`src/rtl/fptd_pkg.sv`:
```
// Shared types and helpers for the FPTD termination-gamma datapath.
package fptd_pkg;

  typedef enum logic {
    IDLE = 1'b0,
    RUN  = 1'b1
  } term_state_e;

  localparam int SCALE_MAX = 4;

  // Clamp a signed value into the range of a signed `width`-bit number.
  function automatic logic signed [31:0] sat_signed(input logic signed [31:0] value,
                                                    input int width);
    logic signed [31:0] hi;
    logic signed [31:0] lo;
    logic signed [31:0] res;
    hi = (32'sd1 <<< (width - 1)) - 32'sd1;
    lo = -(32'sd1 <<< (width - 1));
    if (value > hi) res = hi;
    else if (value < lo) res = lo;
    else res = value;
    return res;
  endfunction

endpackage

```
`src/rtl/gamma_scale_sat.sv`:
```
// Second-stage datapath: divide the k*ba1 product by 4, saturate, add ba2, saturate.
// GAMMA_TERM_ROUND_EN selects round-half-up instead of floor for the divide.
module gamma_scale_sat
  import fptd_pkg::*;
#(
  parameter int M     = 6,
  parameter int N     = 5,
  parameter int OUT_W = M + 1
) (
  input  logic signed [M+2:0]     prod_i,
  input  logic signed [N-1:0]     ba2_i,
  output logic signed [OUT_W-1:0] ba1ba3_o,
  output logic signed [OUT_W-1:0] ba1ba2ba3_o
);

  // One guard bit so the rounding offset cannot wrap the product.
  localparam int PW = M + 4;
  localparam int SW = ((OUT_W > N) ? OUT_W : N) + 1;

  logic signed [PW-1:0] prod_ext;
  logic signed [PW-1:0] scaled;
  logic signed [SW-1:0] a3_ext;
  logic signed [SW-1:0] ba2_ext;
  logic signed [SW-1:0] sum;

  assign prod_ext = {prod_i[M+2], prod_i};

`ifdef GAMMA_TERM_ROUND_EN
  localparam logic signed [PW-1:0] HALF = 2;
  assign scaled = (prod_ext + HALF) >>> 2;
`else
  assign scaled = prod_ext >>> 2;
`endif

  assign ba1ba3_o = OUT_W'(sat_signed({{(32 - PW){scaled[PW-1]}}, scaled}, OUT_W));

  assign a3_ext  = {{(SW - OUT_W){ba1ba3_o[OUT_W-1]}}, ba1ba3_o};
  assign ba2_ext = {{(SW - N){ba2_i[N-1]}}, ba2_i};
  assign sum     = a3_ext + ba2_ext;

  assign ba1ba2ba3_o = OUT_W'(sat_signed({{(32 - SW){sum[SW-1]}}, sum}, OUT_W));

endmodule

```
`src/rtl/gamma_termination_pipe.sv`:
```
// Two-stage termination-gamma pipeline with per-frame tail indexing and valid/ready on both sides.
// Optional macro GAMMA_TERM_ROUND_EN switches the k/4 scaling from floor to round-half-up.
module gamma_termination_pipe
  import fptd_pkg::*;
#(
  parameter int M        = 6,
  parameter int N        = 5,
  parameter int OUT_W    = M + 1,
  parameter int NUM_TERM = 3,
  parameter int IDX_W    = (NUM_TERM > 1) ? $clog2(NUM_TERM) : 1
) (
  input  logic                    clk,
  input  logic                    rst,
  input  logic [2:0]              scale_k,
  input  logic                    in_valid,
  output logic                    in_ready,
  input  logic                    in_last,
  input  logic [M-1:0]            ba1,
  input  logic [N-1:0]            ba2,
  output logic                    out_valid,
  input  logic                    out_ready,
  output logic                    out_last,
  output logic [IDX_W-1:0]        out_idx,
  output logic [OUT_W-1:0]        ba1ba3,
  output logic [OUT_W-1:0]        ba1ba2ba3,
  output logic                    frame_err,
  output logic                    dbg_state
);

  // Handshake: a beat moves on a side when valid and ready are both high at the
  // rising edge; valid holds its payload stable until taken, ready may depend on
  // downstream ready (in_ready is combinational from out_ready through the stall chain).

  localparam logic [IDX_W-1:0] LAST_IDX = IDX_W'(NUM_TERM - 1);

  term_state_e      state_q;
  logic [IDX_W-1:0] idx_q;
  logic [2:0]       k_q;

  logic             en1;
  logic             en2;
  logic             in_fire;
  logic [2:0]       k_new;
  logic [2:0]       k_beat;
  logic             at_end;
  logic             beat_last;
  logic             beat_err;
  logic signed [M+2:0] prod_d;

  logic                    s1_valid_q;
  logic signed [M+2:0]     s1_prod_q;
  logic signed [N-1:0]     s1_ba2_q;
  logic                    s1_last_q;
  logic                    s1_err_q;
  logic [IDX_W-1:0]        s1_idx_q;

  logic                    out_valid_q;
  logic                    out_last_q;
  logic                    frame_err_q;
  logic [IDX_W-1:0]        out_idx_q;
  logic signed [OUT_W-1:0] ba1ba3_q;
  logic signed [OUT_W-1:0] ba1ba2ba3_q;
  logic signed [OUT_W-1:0] s2_a3;
  logic signed [OUT_W-1:0] s2_a23;

  assign en2      = !out_valid_q | out_ready;
  assign en1      = !s1_valid_q | en2;
  assign in_ready = en1;
  assign in_fire  = in_valid & en1;

  // The first beat of a frame already uses the scale it latches.
  assign k_new     = (scale_k > 3'(SCALE_MAX)) ? 3'(SCALE_MAX) : scale_k;
  assign k_beat    = (state_q == IDLE) ? k_new : k_q;
  assign at_end    = (idx_q == LAST_IDX);
  assign beat_last = in_last | at_end;
  assign beat_err  = in_last ^ at_end;
  assign prod_d    = $signed({{M{1'b0}}, k_beat}) * $signed({{3{ba1[M-1]}}, ba1});

  always_ff @(posedge clk or posedge rst) begin
    if (rst) begin
      state_q <= IDLE;
      idx_q   <= '0;
      k_q     <= '0;
    end else if (in_fire) begin
      if (state_q == IDLE) k_q <= k_new;
      if (beat_last) begin
        state_q <= IDLE;
        idx_q   <= '0;
      end else begin
        state_q <= RUN;
        idx_q   <= idx_q + IDX_W'(1);
      end
    end
  end

  always_ff @(posedge clk or posedge rst) begin
    if (rst) begin
      s1_valid_q <= 1'b0;
      s1_prod_q  <= '0;
      s1_ba2_q   <= '0;
      s1_last_q  <= 1'b0;
      s1_err_q   <= 1'b0;
      s1_idx_q   <= '0;
    end else if (en1) begin
      s1_valid_q <= in_fire;
      if (in_fire) begin
        s1_prod_q <= prod_d;
        s1_ba2_q  <= ba2;
        s1_last_q <= beat_last;
        s1_err_q  <= beat_err;
        s1_idx_q  <= idx_q;
      end
    end
  end

  gamma_scale_sat #(
    .M    (M),
    .N    (N),
    .OUT_W(OUT_W)
  ) u_scale_sat (
    .prod_i     (s1_prod_q),
    .ba2_i      (s1_ba2_q),
    .ba1ba3_o   (s2_a3),
    .ba1ba2ba3_o(s2_a23)
  );

  always_ff @(posedge clk or posedge rst) begin
    if (rst) begin
      out_valid_q <= 1'b0;
      out_last_q  <= 1'b0;
      frame_err_q <= 1'b0;
      out_idx_q   <= '0;
      ba1ba3_q    <= '0;
      ba1ba2ba3_q <= '0;
    end else if (en2) begin
      out_valid_q <= s1_valid_q;
      if (s1_valid_q) begin
        out_last_q  <= s1_last_q;
        frame_err_q <= s1_err_q;
        out_idx_q   <= s1_idx_q;
        ba1ba3_q    <= s2_a3;
        ba1ba2ba3_q <= s2_a23;
      end
    end
  end

  assign out_valid = out_valid_q;
  assign out_last  = out_last_q;
  assign frame_err = frame_err_q;
  assign out_idx   = out_idx_q;
  assign ba1ba3    = ba1ba3_q;
  assign ba1ba2ba3 = ba1ba2ba3_q;
  assign dbg_state = state_q;

endmodule

```
`config.mk`:
```
export PLATFORM = sky130hd
export DESIGN_NAME = gamma_termination_pipe
export DESIGN_NICKNAME = d
export VERILOG_FILES = /design/src/rtl/fptd_pkg.sv /design/src/rtl/gamma_scale_sat.sv /design/src/rtl/gamma_termination_pipe.sv
export SDC_FILE = /design/constraint.sdc
export NUM_CORES = 1
export LEC_CHECK = 0
export ABC_AREA = 1
export CAP_MARGIN = 20
export CORE_MARGIN = 4
export CORE_UTILIZATION = 35
export CTS_CLUSTER_DIAMETER = 120
export DETAILED_ROUTE_END_ITERATION = 16
export HOLD_SLACK_MARGIN = 0.06
export PLACE_DENSITY = 0.59
export SYNTH_ARGS = -nofsm -noshare
export SYNTH_HDL_FRONTEND = slang
export SYNTH_SLANG_ARGS = --single-unit
```
`constraint.sdc`:
```
create_clock -name clk -period 8 [get_ports clk]
set_input_delay 0.8 -clock clk [delete_from_list [all_inputs] [get_ports clk]]
set_output_delay 0.8 -clock clk [all_outputs]
set_load 0.05 [all_outputs]
```
==> impl_metrics.toml <==
[run_status]
status = "finished clean"

[synthesis]
yosysUniqueCellTypes = 34
yosysWarnings = 0
yosys.area_share.simple = 0.231
synthAdderAreaFrac = 0.154
yosys.area_share.xor_xnor = 0.0162
yosysSeqAreaShare = 0.390
syn_area_um2 = 2700
synth.area.mux_share = 0
syn-num-nets = 385
synth_top_family_by_area = "simple AND/OR/NAND/NOR gates"
synth_compound_area_frac = 0.104
syn_inst = 337
avgSynthCellArea_um2 = 8.00
ys_seq_elements = 42

[critical_path]
reg2reg_from = "dbg_state"
rr_worst_depth = 17
cp-start-kind = "primary input"
critPathArrivalTime_ns = 3.71
critPathCaptureType = "flop"
r2r_slack_ns = 4.96
cp_max_fo = 7
rr_endpoint = "s1_prod_q[7]"
critical_path_class = "in2reg"
cp.required_ns = 8.18

[finish]
utilization = 0.443
regArea_um2 = 1050
drive_gt1_frac = 0.0860
final_common_cell = "nand2_1"
nets = 419
nFillCells = 732
final_cell_mix = "95 x nand2_1, 55 x inv_1, 42 x dfrtp_1"
n_antenna_cell = 0
area_delta_synth_final_pct = 21.2
multi_input_area_um2 = 1360

[route]
wl_per_cell_um = 11.0
wl_um = 5200
drt-pass1-iter-count = 6
vias_per_cell = 4.51
ant_nets = 0
drc = 0
vias = 2124
drt_iter0_markers = 47

[flow_run]
drv_cap = 0

[clock_tree]
cts_tree = "done"
numCtsBuffers = 5
cts_max_level = 2
clkSinkCount = 42
cts.repair.resized = 0
max-clock-path-buffers = 2
cts_setup_buffers = 0
cts_hold_buf = 0
clkTransAtPathRegs_ns = 0.08
cts_root_buf = "clkbuf_8"
clk_latency_ns = 0.30

[pwr]
combPwrFrac = 0.570
pwr-share-seq = 0.289
p_sw_mw = 0.561
clkPwrFrac = 0.140
power_density_nw_per_um2 = 362
p_sw_frac = 0.474
p_int_mw = 0.623
leakage_nw = 1.68
vdd.ir_drop.worst_uv = 91.6

[die]
dieArea_um2 = 9170
fp.dieW_um = 95.8
io_pins = 40
die-height_um = 95.8
coreArea_um2 = 7370
placementRows = 31
floorplan.initialDensity = 0.366

[sta]
clock.fmax_mhz = 283
finalCritPeriodShare = 0.442
hold_viol_final = 0
slew_headroom = 0.454
setup_viol = 0
skew_ns = 0.00746
tns_ns = 0
slew_viol_final = 0
period_minus_slack_ns = 3.54
rsz0062_at_grt = "no"
tightest_slew_ns = 0.816

[global_route]
grt_max_degree = 43
antenna_found_initial = 0
grt_first_pass_wirelength_um = 8830
grt_pass1_vias = 1954
globalRouteOverflowTotal = 0
track_usage = 0.120

[placement]
globalplace.congestion = 0.866
dpl.hpwl_um = 4080
portBuffers = 39

[hold_path]
hp-class = "reg2reg"
holdPathStages = 2
hold_start = "s1_last_q"
hold_path_end = "out_last"
sequential cells by signal, indices dropped and copies added, names as in the netlist:
signal	count
ba1ba2ba3	7
ba1ba3	7
s1_prod_q	7
s1_ba2_q	5
k_q	3
idx_q	2
out_idx	2
s1_idx_q	2
dbg_state	1
frame_err	1
out_last	1
out_valid	1
s1_err_q	1
s1_last_q	1
s1_valid_q	1
logic make-up (layout without fill, tap and decap cells):
logic type,Yosys count,count (layout)
AND/OR/NAND/NOR,146,146
buffers and inverters,71,106
AO/OA/AOI/OAI,44,44
flip-flops,42,42
adder cells (fa/ha/maj),29,29
XOR/XNOR,5,5
metal layers:
metal | wire length, um | GRT usage | vias up
li1 | - | - | 1107
met1 | 2580 | 0.164 | 979
met2 | 2330 | 0.193 | 32
met3 | 245 | 0.0266 | 6
met4 | 49 | 0.0320 | 0
met5 | 0 | 0 | -
worst max-delay path by stage:
| stage | startpoint | endpoint | cells after the start |
|---|---|---|---|
| global route | scale_k[2] | s1_prod_q[7] | 18 |
| finish | scale_k[2] | s1_prod_q[7] | 18 |
| detailed placement | scale_k[2] | s1_prod_q[7] | 18 |
| floorplan | scale_k[2] | s1_prod_q[7] | 17 |
| CTS | scale_k[2] | s1_prod_q[7] | 18 |
| global placement | scale_k[2] | s1_prod_q[7] | 18 |
synth_stat cells:
master,count,area (um2)
nand2_1,95,357
inv_1,55,206
dfrtp_1,42,1050
nor2_1,23,86.3
ha_1,22,275
o21ai_0,15,75.1
clkbuf_1,9,33.8
nand3_1,9,45.0
a21oi_1,7,35.0
fa_1,7,140
nand2_2,7,43.8
o21ai_1,6,30.0
a21oi_2,4,35.0
nand4_1,4,25.0
a31oi_1,3,18.8
buf_2,3,15.0
xor2_1,3,26.3
inv_2,2,7.51
nand2_4,2,22.5
o21a_1,2,15.0
o22ai_1,2,12.5
or2_2,2,12.5
xnor2_1,2,17.5
a21oi_4,1,16.3
a22oi_2,1,12.5
buf_6,1,11.3
inv_4,1,6.26
nand3_2,1,10.0
nor3_1,1,5.00
nor3_2,1,10.0
nor4_1,1,6.26
o21ai_4,1,16.3
o21bai_1,1,7.51
o31ai_1,1,7.51
stage by stage:
stage / worst slack, ns / power, mW / hold WS (ns) / instances / instance area [um2]
global route: 4.24 / 1.28 / 0.484 / 471 / 3270
CTS: 4.48 / 1.20 / 0.471 / 471 / 3270
global placement: 4.21 / 1.02 / 0.454 / 463 / 3160
detailed placement: 4.16 / 1.03 / 0.458 / 463 / 3160
finish: 4.46 / 1.18 / 0.466 / 471 / 3270
floorplan: 4.84 / 0.856 / 0.442 / 337 / 2700
final cells by class:
class | count | share of cell area
well taps | 99 | 0.0379
flip-flops and latches | 42 | 0.322
clock inverters | 3 | 0.0123
multi-input cells | 224 | 0.418
repair buffers | 40 | 0.122
inverters | 58 | 0.0674
clock buffers | 5 | 0.0211
power by group through the flow:
| stage | Sequential (mW) | Clock [mW] | Combinational, mW |
|---|---|---|---|
| after floorplan | 0.493 | 0 | 0.363 |
| after global placement | 0.346 | 0 | 0.671 |
| after detailed placement | 0.348 | 0 | 0.681 |
| after CTS | 0.344 | 0.171 | 0.684 |
| after global routing | 0.353 | 0.180 | 0.750 |
| final | 0.342 | 0.166 | 0.675 |
critical path, cell delays in order:
cell and delay [ns]:
clkdlybuf4s50_1 0.46, inv_1 0.05, nand2_1 0.07, inv_1 0.05, a22oi_2 0.28, nor2_1 0.11, ha_1 0.29, inv_1 0.05
fa_1 0.49, inv_1 0.04, ha_1 0.34, nand2_1 0.09, inv_1 0.05, nand4_1 0.07, nand3_1 0.08, or2_2 0.27
nand3_1 0.07, o21ai_1 0.07
Note: power is estimated with default switching activity, not from simulation.
